## config.mk

```make
export PLATFORM = sky130hd
export DESIGN_NAME = sysid_regs_flat
export DESIGN_NICKNAME = d
export VERILOG_FILES = /design/src/rtl/sysid_regs_if.sv /design/src/rtl/sysid_regs.sv /design/src/flat_wrapper.sv
export SDC_FILE = /design/constraint.sdc
export NUM_CORES = 1
export LEC_CHECK = 0
export BUFFER_PORTS_ARGS = -buffer_cell sky130_fd_sc_hd__buf_2
export CORE_MARGIN = 8
export CORE_UTILIZATION = 65
export CTS_CLUSTER_DIAMETER = 120
export DETAILED_ROUTE_END_ITERATION = 8
export PLACE_DENSITY = 0.84
export SYNTH_ARGS = -nofsm -noshare
export SYNTH_HDL_FRONTEND = slang
export SYNTH_SLANG_ARGS = --single-unit
export TNS_END_PERCENT = 5
```

## constraint.sdc

```tcl
create_clock -name clock -period 5.5 [get_ports clock]
set_clock_uncertainty 0.15 [all_clocks]
set_input_delay 0.275 -clock clock [delete_from_list [all_inputs] [get_ports clock]]
set_output_delay 0.275 -clock clock [all_outputs]
set_load 0.02 [all_outputs]
```

## src/rtl/sysid_regs_if.sv

```systemverilog
// Avalon-MM control-port bundle for sysid_regs: word address, single-cycle
// read/write strobes, and registered read data returned with readdatavalid.
interface sysid_regs_if #(
   parameter int ADDR_W = 4
);
   logic [ADDR_W-1:0] address;
   logic              read;
   logic              write;
   logic [31:0]       writedata;
   logic [31:0]       readdata;
   logic              readdatavalid;

   modport master (
      output address, read, write, writedata,
      input  readdata, readdatavalid
   );

   modport slave (
      input  address, read, write, writedata,
      output readdata, readdatavalid
   );
endinterface

```

## src/rtl/sysid_regs.sv

```systemverilog
// System-identification slave: ID/timestamp/caps words, 64-bit uptime with
// atomic high-word snapshot, scratch bank. Scratch write lock via SYSID_SCRATCH_LOCK_EN.
module sysid_regs #(
   parameter logic [31:0] SYSTEM_ID   = 32'h0000_0001,
   parameter logic [31:0] TIMESTAMP   = 32'h56A6_A3EC,
   parameter int          NUM_SCRATCH = 4,
   parameter int          ADDR_W      = 4
) (
   input  logic        clock,
   input  logic        reset_n,
   sysid_regs_if.slave bus
);

   localparam logic [31:0] A_ID      = 32'd0;
   localparam logic [31:0] A_TS      = 32'd1;
   localparam logic [31:0] A_UP_LO   = 32'd2;
   localparam logic [31:0] A_UP_HI   = 32'd3;
   localparam logic [31:0] A_CAPS    = 32'd4;
   localparam logic [31:0] A_CLR     = 32'd5;
   localparam logic [31:0] A_LOCK    = 32'd6;
   localparam logic [31:0] A_SCR     = 32'd8;
   localparam logic [31:0] UNLOCK_KEY = 32'h4C4F_434B;

`ifdef SYSID_SCRATCH_LOCK_EN
   localparam logic LOCK_FEATURE = 1'b1;
`else
   localparam logic LOCK_FEATURE = 1'b0;
`endif

   localparam logic [31:0] CAPS_WORD = {16'h0, 8'(NUM_SCRATCH), 7'h0, LOCK_FEATURE};

   generate
      if (NUM_SCRATCH < 1 || NUM_SCRATCH > 8) begin : g_bad_scratch
         $error("sysid_regs: NUM_SCRATCH must be in 1..8");
      end
      if (ADDR_W < 4) begin : g_bad_addr
         $error("sysid_regs: ADDR_W must be >= 4");
      end
   endgenerate

   logic [31:0] addr_w;
   logic        wr_clr;
   logic        wr_lock;
   logic        rd_up_lo;
   logic        scratch_wr_ok;
   logic [31:0] lock_rd;

   logic [63:0] uptime_q, uptime_d;
   logic [31:0] snap_q, snap_d;
   logic [31:0] readdata_q, readdata_d;
   logic        rdv_q, rdv_d;
   logic [31:0] scratch_q [NUM_SCRATCH];
   logic [31:0] scratch_d [NUM_SCRATCH];
   logic [31:0] rdata_mux;

   assign addr_w   = 32'(bus.address);
   assign wr_clr   = bus.write && (addr_w == A_CLR);
   assign wr_lock  = bus.write && (addr_w == A_LOCK);
   assign rd_up_lo = bus.read  && (addr_w == A_UP_LO);

`ifdef SYSID_SCRATCH_LOCK_EN
   logic unlocked_q, unlocked_d;

   assign unlocked_d    = wr_lock ? (bus.writedata == UNLOCK_KEY) : unlocked_q;
   assign scratch_wr_ok = unlocked_q;
   assign lock_rd       = {31'h0, unlocked_q};

   always_ff @(posedge clock or negedge reset_n) begin
      if (!reset_n) unlocked_q <= 1'b0;
      else          unlocked_q <= unlocked_d;
   end
`else
   assign scratch_wr_ok = 1'b1;
   assign lock_rd       = 32'h0;
`endif

   // Snapshot captures the high word on the same edge the low word is returned,
   // so a later UP_HI read pairs with it even across a low-word carry.
   assign uptime_d = wr_clr ? 64'd0 : uptime_q + 64'd1;
   assign snap_d   = rd_up_lo ? uptime_q[63:32] : snap_q;

   always_comb begin
      for (int i = 0; i < NUM_SCRATCH; i++) begin
         scratch_d[i] = scratch_q[i];
         if (bus.write && scratch_wr_ok && (addr_w == A_SCR + 32'(i)))
            scratch_d[i] = bus.writedata;
      end
   end

   always_comb begin
      rdata_mux = 32'h0;
      case (addr_w)
         A_ID:    rdata_mux = SYSTEM_ID;
         A_TS:    rdata_mux = TIMESTAMP;
         A_UP_LO: rdata_mux = uptime_q[31:0];
         A_UP_HI: rdata_mux = snap_q;
         A_CAPS:  rdata_mux = CAPS_WORD;
         A_LOCK:  rdata_mux = lock_rd;
         default: rdata_mux = 32'h0;
      endcase
      for (int i = 0; i < NUM_SCRATCH; i++) begin
         if (addr_w == A_SCR + 32'(i)) rdata_mux = scratch_q[i];
      end
   end

   assign readdata_d = bus.read ? rdata_mux : readdata_q;
   assign rdv_d      = bus.read;

   always_ff @(posedge clock or negedge reset_n) begin
      if (!reset_n) begin
         uptime_q   <= 64'd0;
         snap_q     <= 32'h0;
         readdata_q <= 32'h0;
         rdv_q      <= 1'b0;
         for (int i = 0; i < NUM_SCRATCH; i++) scratch_q[i] <= 32'h0;
      end else begin
         uptime_q   <= uptime_d;
         snap_q     <= snap_d;
         readdata_q <= readdata_d;
         rdv_q      <= rdv_d;
         for (int i = 0; i < NUM_SCRATCH; i++) scratch_q[i] <= scratch_d[i];
      end
   end

   assign bus.readdata      = readdata_q;
   assign bus.readdatavalid = rdv_q;

endmodule

```

## src/flat_wrapper.sv

```systemverilog
// flat-port wrapper written by rule: the top's interface ports become plain ports
module sysid_regs_flat 
#(
   parameter logic [31:0] SYSTEM_ID   = 32'h0000_0001,
   parameter logic [31:0] TIMESTAMP   = 32'h56A6_A3EC,
   parameter int          NUM_SCRATCH = 4,
   parameter int          ADDR_W      = 4
)
  (clock, reset_n, bus_address, bus_read, bus_write, bus_writedata, bus_readdata, bus_readdatavalid);
  sysid_regs_if #(.ADDR_W(ADDR_W)) bus_i ();
  input  logic clock;
  input  logic reset_n;
  input wire logic [$bits(bus_i.address)-1:0] bus_address;
  input wire logic [$bits(bus_i.read)-1:0] bus_read;
  input wire logic [$bits(bus_i.write)-1:0] bus_write;
  input wire logic [$bits(bus_i.writedata)-1:0] bus_writedata;
  output wire logic [$bits(bus_i.readdata)-1:0] bus_readdata;
  output wire logic [$bits(bus_i.readdatavalid)-1:0] bus_readdatavalid;
  assign bus_i.address = bus_address;
  assign bus_i.read = bus_read;
  assign bus_i.write = bus_write;
  assign bus_i.writedata = bus_writedata;
  assign bus_readdata = bus_i.readdata;
  assign bus_readdatavalid = bus_i.readdatavalid;
  sysid_regs #(.SYSTEM_ID(SYSTEM_ID), .TIMESTAMP(TIMESTAMP), .NUM_SCRATCH(NUM_SCRATCH), .ADDR_W(ADDR_W)) u_core (.clock(clock), .reset_n(reset_n), .bus(bus_i));
endmodule
```

==> reports/metrics.csv <==
metric,value,unit
status,"finished, final reports clean",
yosysWarningCount,0,
vias_per_cell,6.57,
drt_first_pass_iters,5,
startpoint_type,input pin,
final_antenna_net_count,0,
row_count,49,
timing.final.setup_violations,0,
leakage,5.97,nW
diodes,0,
dp_hpwl,19100,µm
cts.repair_timing.setup_buffer_count,0,
first_global_vias,9190,
syn-instance-count,1046,
num_io_pins,73,
clockBufferDepth,3,
floorplan.die_area,22700,µm²
synthMostInstantiatedCell,dfrtp_1,
synth_simple_gate_area_share,10.3,%
drv_cap,0,
synthDistinctLibCells,46,
cp-end-kind,register,
final_hold_viols,0,
drt-initial-drc-count,771,
synth-adder-area-share,0.106,%
worstPathMaxFanout,44,
synth_xor_xnor_area_share,1.86,%
clock_tree.htree_level_count,1,
finalCritPeriodShare,58.0,%
synth_enable_flop_cells,0,
slew_headroom,14.9,%
vdd_ir_drop_max,0.312,mV
setup_ws,2.31,ns
timing.final.max_slew_violations,0,
drt-wirelength-per-cell,22.2,µm
finish.net_count,1167,
achievable-frequency,314,MHz
via_count,9039,
async_flop_share,100,%
synth_top_cells_by_count,"257 x dfrtp_1, 153 x mux2_2, 73 x a21oi_1",
critical_path_arrival,3.44,ns
yosysTopAreaCell,dfrtp_1,
synthesis.area_per_instance,11.3,µm²
route.detailed.drc,0,
rsz0062_at_grt,false,
synth_area,11800,µm²
die_h,151,µm
yosys.area.top_type_share,54.5,%
port_buffers,72,
most_frequently_used_flop_master_after_synthesis,dfrtp_1,
tightest_slew,1.27,ns
cts_made_buffers,26,
proportion_of_synthesized_area_in_mux_cells,14.7,%
power_per_cell_area,390,nW/µm²
final_period_minus_worst_setup_slack,3.19,ns
antenna_found_initial,0,
clock_sink_count,257,
total_routed_length,30500,µm
path_class,in2reg,
totalNegativeSetupSlack,0,ns
worst_ep_required_time,5.75,ns
post-place-ws,1.90,ns
cts_tree,yes,
mappedNetlistNets,1087,
grt_start_max_net_pins,153,
die_w,151,µm
post_cts_clock_slew_at_the_launch_and_capture_registers_of_the_worst_setup_and_hold_paths,0.06,ns
finalWeightedCongestion,0.820,
drive_gt1_share,26.1,%
cell_types_occupying_the_most_area_after_synthesis,"dfrtp_1 55%, mux2_2 15%, a21oi_1 3.1%",
hp-class,in2reg,
synthToLayoutAreaGrowth,15.1,%
synth.ff_latch_count,257,
fin_hold_ws,0.125,ns
clock_latency,0.52,ns
track_usage,27.4,%
synth.yosys.seq_area_share,54.5,%
first_pass_grt_wire_length,49300,µm
floorplan.initialDensity,65.9,%
global_route.overflow_total,0,
synth_area_in_compound_gates,15.3,%
synth_top_family_by_area,compound AO/OA/AOI/OAI gates,
power_consumption,5.29,mW
core,17900,µm²
cts_root_buffer,clkbuf_16,
timing.reg2reg.setup_slack,2.38,ns
state kept, by name, indices dropped and copies added, names as in the netlist:
register                  flops
u_core.scratch_q            128
u_core.uptime_q              64
u_core.bus.readdata          32
u_core.snap_q                32
u_core.bus.readdatavalid      1
cell families (layout without fill, tap and decap cells):
| logic type | Yosys count | in the layout |
|---|---|---|
| adder cells (fa/ha/maj) | 1 | 1 |
| AO/OA/AOI/OAI | 279 | 279 |
| AND/OR/NAND/NOR | 231 | 231 |
| multiplexers | 154 | 154 |
| buffers and inverters | 99 | 199 |
| XOR/XNOR | 25 | 25 |
| flip-flops | 257 | 257 |
cells in the final DEF, fill, tap and decap left out, types with 20 or more instances in the layout:
master,instances
clkbuf_16,27
nand4_1,23
mux2_2,153
a22oi_1,39
nand2b_1,20
nand2_1,41
a21oi_1,73
dfrtp_1,257
inv_1,31
nor2_1,48
or3_1,20
buf_2,71
dlygate4sd3_1,33
o21ai_0,64
nand3_1,27
final cells by class:
type / instances / area (µm²)
sequential: 257 / 6430
multi-input combinational: 690 / 5000
fill: 1090 / 4330
timing repair buffer: 120 / 826
clock buffer: 34 / 752
tap: 229 / 287
clock inverter: 14 / 153
inverter: 31 / 116
final timing paths:
| check | from | endpoint | cells past startpoint |
|---|---|---|---|
| worst max-delay path | bus_address[3] | u_core.scratch_q[80] | 6 |
| worst min-delay path | bus_write | u_core.scratch_q[120] | 3 |
| worst max register to register | u_core.uptime_q[8] | u_core.uptime_q[51] | 5 |
| worst min register to register | u_core.scratch_q[94] | u_core.scratch_q[94] | 1 |
| max in group asynchronous | reset_n | u_core.scratch_q[105] | 3 |
| min in group asynchronous | reset_n | u_core.snap_q[0] | 2 |
power breakdown:
group / switching (mW) / total (mW) / leakage, nW / internal, mW
Sequential: 0.362 / 2.67 / 3.23 / 2.31
Combinational: 0.388 / 0.788 / 2.29 / 0.400
Clock: 0.733 / 1.84 / 0.457 / 1.11
metal layers:
layer  vias to the layer above  routed length (µm)  track usage [%]  part of all wire, %
li1                       4020                   -                -                    -
met2                       402               15000             45.7                   49
met4                         0                 971             9.55                  3.2
met3                        80                2350             4.69                  7.7
met5                         -                   0                0                    0
met1                      4537               12200             35.6                   40
worst max-delay path, stage by stage:
cell      delay, ns
buf_2          0.59
nand2b_1       0.29
nor2_1         1.02
nand2_1        0.49
buf_4          0.38
mux2_2         0.32
metrics by stage:
step	util, %	instance area, µm²	instances
2_1_floorplan	-	11800	1046
3_3_place_gp	68.9	12300	1294
3_5_place_dp	68.9	12300	1294
4_1_cts	75.8	13600	1375
5_1_grt	75.8	13600	1375
6_report	75.8	13600	1375
what timing repair did:
item / 4_1_cts / 5_1_grt
hold buffers: 33 / 0
endpoints found under the hold margin: 233 / 0
gates resized for setup: 0 / 0
Note: power is estimated with default switching activity, not from simulation.
